<file path="config.mk">
export PLATFORM = sky130hd
export DESIGN_NAME = core_mem_arbiter
export DESIGN_NICKNAME = d
export VERILOG_FILES = /design/src/rtl/core_mem_arbiter.sv
export SDC_FILE = /design/constraint.sdc
export NUM_CORES = 1
export LEC_CHECK = 0
export ABC_AREA = 1
export CORE_AREA = 2 2 241 243
export DETAILED_ROUTE_END_ITERATION = 8
export DIE_AREA = 0 0 243 245
export SYNTH_ARGS = -nofsm -noshare
export SYNTH_HDL_FRONTEND = slang
export SYNTH_SLANG_ARGS = --single-unit
</file>
<file path="constraint.sdc">
create_clock -name g_clk -period 2.6 [get_ports g_clk]
set_input_delay 0.39 -clock g_clk [delete_from_list [all_inputs] [get_ports g_clk]]
set_output_delay 0.39 -clock g_clk [all_outputs]
set_load 0.02 [all_outputs]
</file>
<file path="src/rtl/core_mem_arbiter.sv">
// Two-into-one memory port arbiter: imem and dmem share one req/gnt downstream port.
// Fixed priority with anti-starvation promotion, selection locked while a request is stalled.
module core_mem_arbiter #(
  parameter int MEM_ADDR_W    = 64,
  parameter int MEM_DATA_W    = 64,
  parameter int PRIORITY_DMEM = 1,
  parameter int MAX_STARVE    = 4
) (
  input  logic                    g_clk,
  input  logic                    g_resetn,
  input  logic                    imem_req,
  input  logic [MEM_ADDR_W-1:0]   imem_addr,
  input  logic                    imem_wen,
  input  logic [MEM_DATA_W/8-1:0] imem_strb,
  input  logic [MEM_DATA_W-1:0]   imem_wdata,
  output logic                    imem_gnt,
  output logic                    imem_err,
  output logic [MEM_DATA_W-1:0]   imem_rdata,
  input  logic                    dmem_req,
  input  logic [MEM_ADDR_W-1:0]   dmem_addr,
  input  logic                    dmem_wen,
  input  logic [MEM_DATA_W/8-1:0] dmem_strb,
  input  logic [MEM_DATA_W-1:0]   dmem_wdata,
  output logic                    dmem_gnt,
  output logic                    dmem_err,
  output logic [MEM_DATA_W-1:0]   dmem_rdata,
  output logic                    mem_req,
  output logic [MEM_ADDR_W-1:0]   mem_addr,
  output logic                    mem_wen,
  output logic [MEM_DATA_W/8-1:0] mem_strb,
  output logic [MEM_DATA_W-1:0]   mem_wdata,
  input  logic                    mem_gnt,
  input  logic                    mem_err,
  input  logic [MEM_DATA_W-1:0]   mem_rdata,
  output logic                    arb_sel
);

  localparam int              CNT_W      = $clog2(MAX_STARVE + 1);
  localparam logic            HI_SEL     = (PRIORITY_DMEM != 0);
  localparam logic [CNT_W-1:0] STARVE_MAX = CNT_W'(MAX_STARVE);

  logic             lock_p1;
  logic             lock_sel_p1;
  logic             resp_vld_p1;
  logic             resp_sel_p1;
  logic [CNT_W-1:0] starve_cnt;

  logic sel;
  logic sel_req;
  logic lo_req;
  logic accept;
  logic resp_on;

  // Stage 0: selection, forwarding and grant (all combinational)
  always_comb begin
    sel = HI_SEL;
    if (lock_p1)
      sel = lock_sel_p1;
    else if (imem_req ^ dmem_req)
      sel = dmem_req;
    else if (imem_req && dmem_req && (starve_cnt >= STARVE_MAX))
      sel = ~HI_SEL;
  end

  assign lo_req  = HI_SEL ? imem_req : dmem_req;
  assign sel_req = sel ? dmem_req : imem_req;

  assign mem_req   = g_resetn && sel_req;
  assign mem_addr  = sel ? dmem_addr  : imem_addr;
  assign mem_wen   = sel ? dmem_wen   : imem_wen;
  assign mem_strb  = sel ? dmem_strb  : imem_strb;
  assign mem_wdata = sel ? dmem_wdata : imem_wdata;

  assign accept   = mem_req && mem_gnt;
  assign imem_gnt = accept && !sel;
  assign dmem_gnt = accept && sel;
  assign arb_sel  = g_resetn ? sel : HI_SEL;

  // Stage 0 -> 1: lock, response ownership and starvation tracking
  always_ff @(posedge g_clk) begin
    if (!g_resetn) begin
      lock_p1     <= 1'b0;
      lock_sel_p1 <= 1'b0;
      resp_vld_p1 <= 1'b0;
      resp_sel_p1 <= 1'b0;
      starve_cnt  <= '0;
    end else begin
      // A dropped locked req gives mem_req=0, so this also releases the lock.
      lock_p1     <= mem_req && !mem_gnt;
      lock_sel_p1 <= sel;
      resp_vld_p1 <= accept;
      resp_sel_p1 <= sel;
      if (!lo_req || (accept && (sel != HI_SEL)))
        starve_cnt <= '0;
      else if (accept && (sel == HI_SEL) && (starve_cnt != STARVE_MAX))
        starve_cnt <= starve_cnt + 1'b1;
    end
  end

  // Stage 1: response steering back to the owner of the previous accept
  assign resp_on    = g_resetn && resp_vld_p1;
  assign imem_rdata = (resp_on && !resp_sel_p1) ? mem_rdata : '0;
  assign dmem_rdata = (resp_on &&  resp_sel_p1) ? mem_rdata : '0;
  assign imem_err   = resp_on && !resp_sel_p1 && mem_err;
  assign dmem_err   = resp_on &&  resp_sel_p1 && mem_err;

endmodule

</file>
==> results.cfg <==
[outcome]
status = complete, no violations

[clock_tree]
cts_made_buffers = 3
clock_tree.root_cell = sky130_fd_sc_hd__clkbuf_16
htree_levels = 1
clock_tree.buffer_depth = 2
latest_clock_arrival_within_the_worst_skew_pair_ps = 230
clock_sink_count = 6
ctsHoldBuffers = 0
worst_setup_hold_path_clk_slew_ps = 30
cts_tree = built

[pwr]
ir_drop_mv = 0.169
power_density_nw_per_um2 = 307
internal_power_w = 0.00175
p_sw_w = 0.00158
swShare_pct = 47.4
power.share.combinational_pct = 89.5
power.static_leakage_nw = 5.68
pwr-share-seq_pct = 3.0
clockPowerShare_pct = 7.5

[die]
initial_utilization_pct = 5.10
floorplan.die_area_um2 = 59500
die_h_um = 245
core.rowCount = 88
fp.dieW_um = 243
core-area_um2 = 57000
io_pins = 615

[finish]
final_nets = 1671
finalCoreUtilization_pct = 19.0
flow.area_growth_from_synthesis_pct = 273
post_route_cells_drive_above_1_share_pct = 12.2
final_cell_area_um2 = 10800

[setup_path]
timing.critical_path.cells = clkdlybuf4s50_1 > nand3_2 > buf_12 > buf_4 > nor2_1 > clkdlybuf4s50_1
path_common_cell = sky130_fd_sc_hd__clkdlybuf4s50_1
crit_arrival_ps = 2160
cpPeakStageDelay_ps = 610
crit_fanout = 22
endpoint_type_of_the_worst_setup_path = output pin
max_stage_delay_cell_worst_path = sky130_fd_sc_hd__clkdlybuf4s50_1
worst_setup_path_start_kind = input pin
worstPathRequired_ps = 2210
worstSetupPathType = input pin to output pin
worst_path_dominant_cell_family = buffers and inverters
crit_buf_inv = 4

[sta]
fin_tns_setup_ps = 0
timing.final.hold_violations = 0
post-route-period-util_pct = 98.1
fin_worst_hold_slack_ps = 485
setup_violations = 0
timing.clock.skew_ps = 1.30
unrepaired_setup_endpoints_after_global_routing = yes
transition_time_at_the_pin_with_the_least_slew_margin_ps = 385
final_max_slew_viol_count = 0
period_minus_slack_ps = 2550
max_freq_mhz = 392
max-slew-margin-rel_pct = 74.2

[synth]
syn-instance-count = 707
yosysUniqueCellTypes = 23
synthesis.area_per_instance_um2 = 4.11
mappedNetlistArea_um2 = 2910
synth.net_count = 1054
yosysWarnings = 0
yosys_register_bits = 6
synth_sequential_area_ratio_pct = 4.13

[placed_design]
place.gp.congestion = 0.786
portBuffers = 614
hpwlAfterDp_um = 31200
post_dp_cell_area_um2 = 10600

[grt]
groute.layer.met1.usage_pct = 12.2
grt_antenna_before_repair = 6
grt_max_degree = 57
grt_util_met2_pct = 21.2
first_global_vias = 6256
global_route.usage.met3_pct = 3.12
grt.busiest_layer = met2
grt_pass1_wl_um = 46100
groute.usage.overall_pct = 11.0
globalRouteOverflowTotal = 0

[routing]
wirelength_um = 34700
wire_per_inst_um = 16.6
via_count = 6388
viasPerCell = 3.06
dr.pass1.iters = 4
drc = 0
drt_iter0_markers = 159
final_antenna_net_count = 0

[min_path]
hold_path.class = flop to flop

[job]
drv_cap = 0
==> metrics by stage <==
stage / total power (W) / setup WS, ps / std cells
floorplan: 0.00118 / 580 / 707
global placement: 0.00319 / -521 / 2080
detailed placement: 0.00319 / -509 / 2080
CTS: 0.00343 / 2.02 / 2086
global route: 0.00357 / -23.2 / 2087
finish: 0.00333 / 48.6 / 2088
==> metal layers <==
metal  up-vias  wire, um
met3        24      2740
li1       3261         -
met4         6       302
met2       407     18200
met1      2690     13500
met5         -        36
==> worst min-delay path, delay by kind of cell (launching register included) <==
kind             cells  cell delay, ps
AND/OR/NAND/NOR      1              60
AO/OA/AOI/OAI        1              60
flip-flops           1             310
==> logic make-up (layout without fill, tap and decap cells) <==
family	count (synthesis)	in the layout	share of synthesized area (%)
AND/OR/NAND/NOR	572	572	75.6
buffers and inverters	122	737	18.1
AO/OA/AOI/OAI	4	4	0.903
flip-flops	6	6	4.13
other	0	1	0
adder cells (fa/ha/maj)	3	3	1.29
==> final timing paths <==
path / slack, ps / end / depth (start not counted) / from
hold reg to reg: 480 / starve_cnt[0] / 2 / starve_cnt[0]
setup / recovery: 50 / dmem_rdata[45] / 6 / g_resetn
setup reg to reg: 870 / starve_cnt[0] / 8 / resp_sel_p1
hold / removal: 480 / starve_cnt[0] / 2 / starve_cnt[0]
==> timing repair <==
| item | 4_1_cts | 5_1_grt |
|---|---|---|
| pin swaps | 3 | 1 |
| gates cloned | 2 | 0 |
| setup buffers | 1 | 1 |
| endpoints found under the setup margin | 147 | 92 |
| resized for setup | 174 | 46 |
==> cell type report <==
class / instances / area (um2)
Antenna cell: 1 / 2.50
Clock buffer: 3 / 75.1
Fill cell: 6516 / 46200
Inverter: 78 / 305
Multi-Input combinational cell: 579 / 2320
Sequential cell: 6 / 120
Tap cell: 765 / 957
Timing Repair Buffer: 656 / 7070
==> cell usage in the layout (no fill, tap or decap), types with 2 or more instances in the layout <==
cell type                         synthesis  layout
sky130_fd_sc_hd__clkdlybuf4s50_1          0     424
sky130_fd_sc_hd__nand2_1                422     412
sky130_fd_sc_hd__nor2_1                 135     135
sky130_fd_sc_hd__inv_1                   77      77
sky130_fd_sc_hd__dlygate4sd2_1            0      58
sky130_fd_sc_hd__buf_12                   0      48
sky130_fd_sc_hd__buf_4                   13      46
sky130_fd_sc_hd__dlymetal6s2s_1           0      32
sky130_fd_sc_hd__clkdlybuf4s15_2          0      26
sky130_fd_sc_hd__nand2_2                  2      12
sky130_fd_sc_hd__clkdlybuf4s15_1          0       7
sky130_fd_sc_hd__buf_16                   0       6
sky130_fd_sc_hd__dfxtp_1                  6       6
sky130_fd_sc_hd__nand3_2                  2       4
sky130_fd_sc_hd__clkbuf_2                 0       4
sky130_fd_sc_hd__buf_6                    0       4
sky130_fd_sc_hd__nand4_1                  3       3
sky130_fd_sc_hd__clkbuf_16                0       3
sky130_fd_sc_hd__ha_1                     3       2
==> Yosys cell counts, drive strengths merged <==
library cell | count | share of area [%]
nor2 | 136 | 18
o21ai | 1 | 0.17
ha | 3 | 1.3
nand3 | 5 | 1.2
buf | 38 | 7.2
a211oi | 1 | 0.26
clkbuf | 6 | 0.77
nand2 | 425 | 55
a21oi | 2 | 0.47
nand4 | 4 | 1.1
dfxtp | 6 | 4.1
nor3 | 1 | 0.17
or2 | 1 | 0.22
inv | 78 | 10
==> state kept, by name, indices dropped and copies added (netlist names) <==
name,flops
lock_p1,1
resp_vld_p1,1
resp_sel_p1,1
starve_cnt,3
==> power by group through the flow <==
stage                     clock [W]  sequential (W)  combinational, W
after floorplan                   0        0.000101           0.00108
after global placement            0        0.000102           0.00309
after global routing       0.000265        0.000101           0.00320
final                      0.000249        0.000100           0.00298
after detailed placement          0        0.000102           0.00308
after CTS                  0.000256        0.000100           0.00307
No activity file was read; power rests on OpenSTA's default activity.
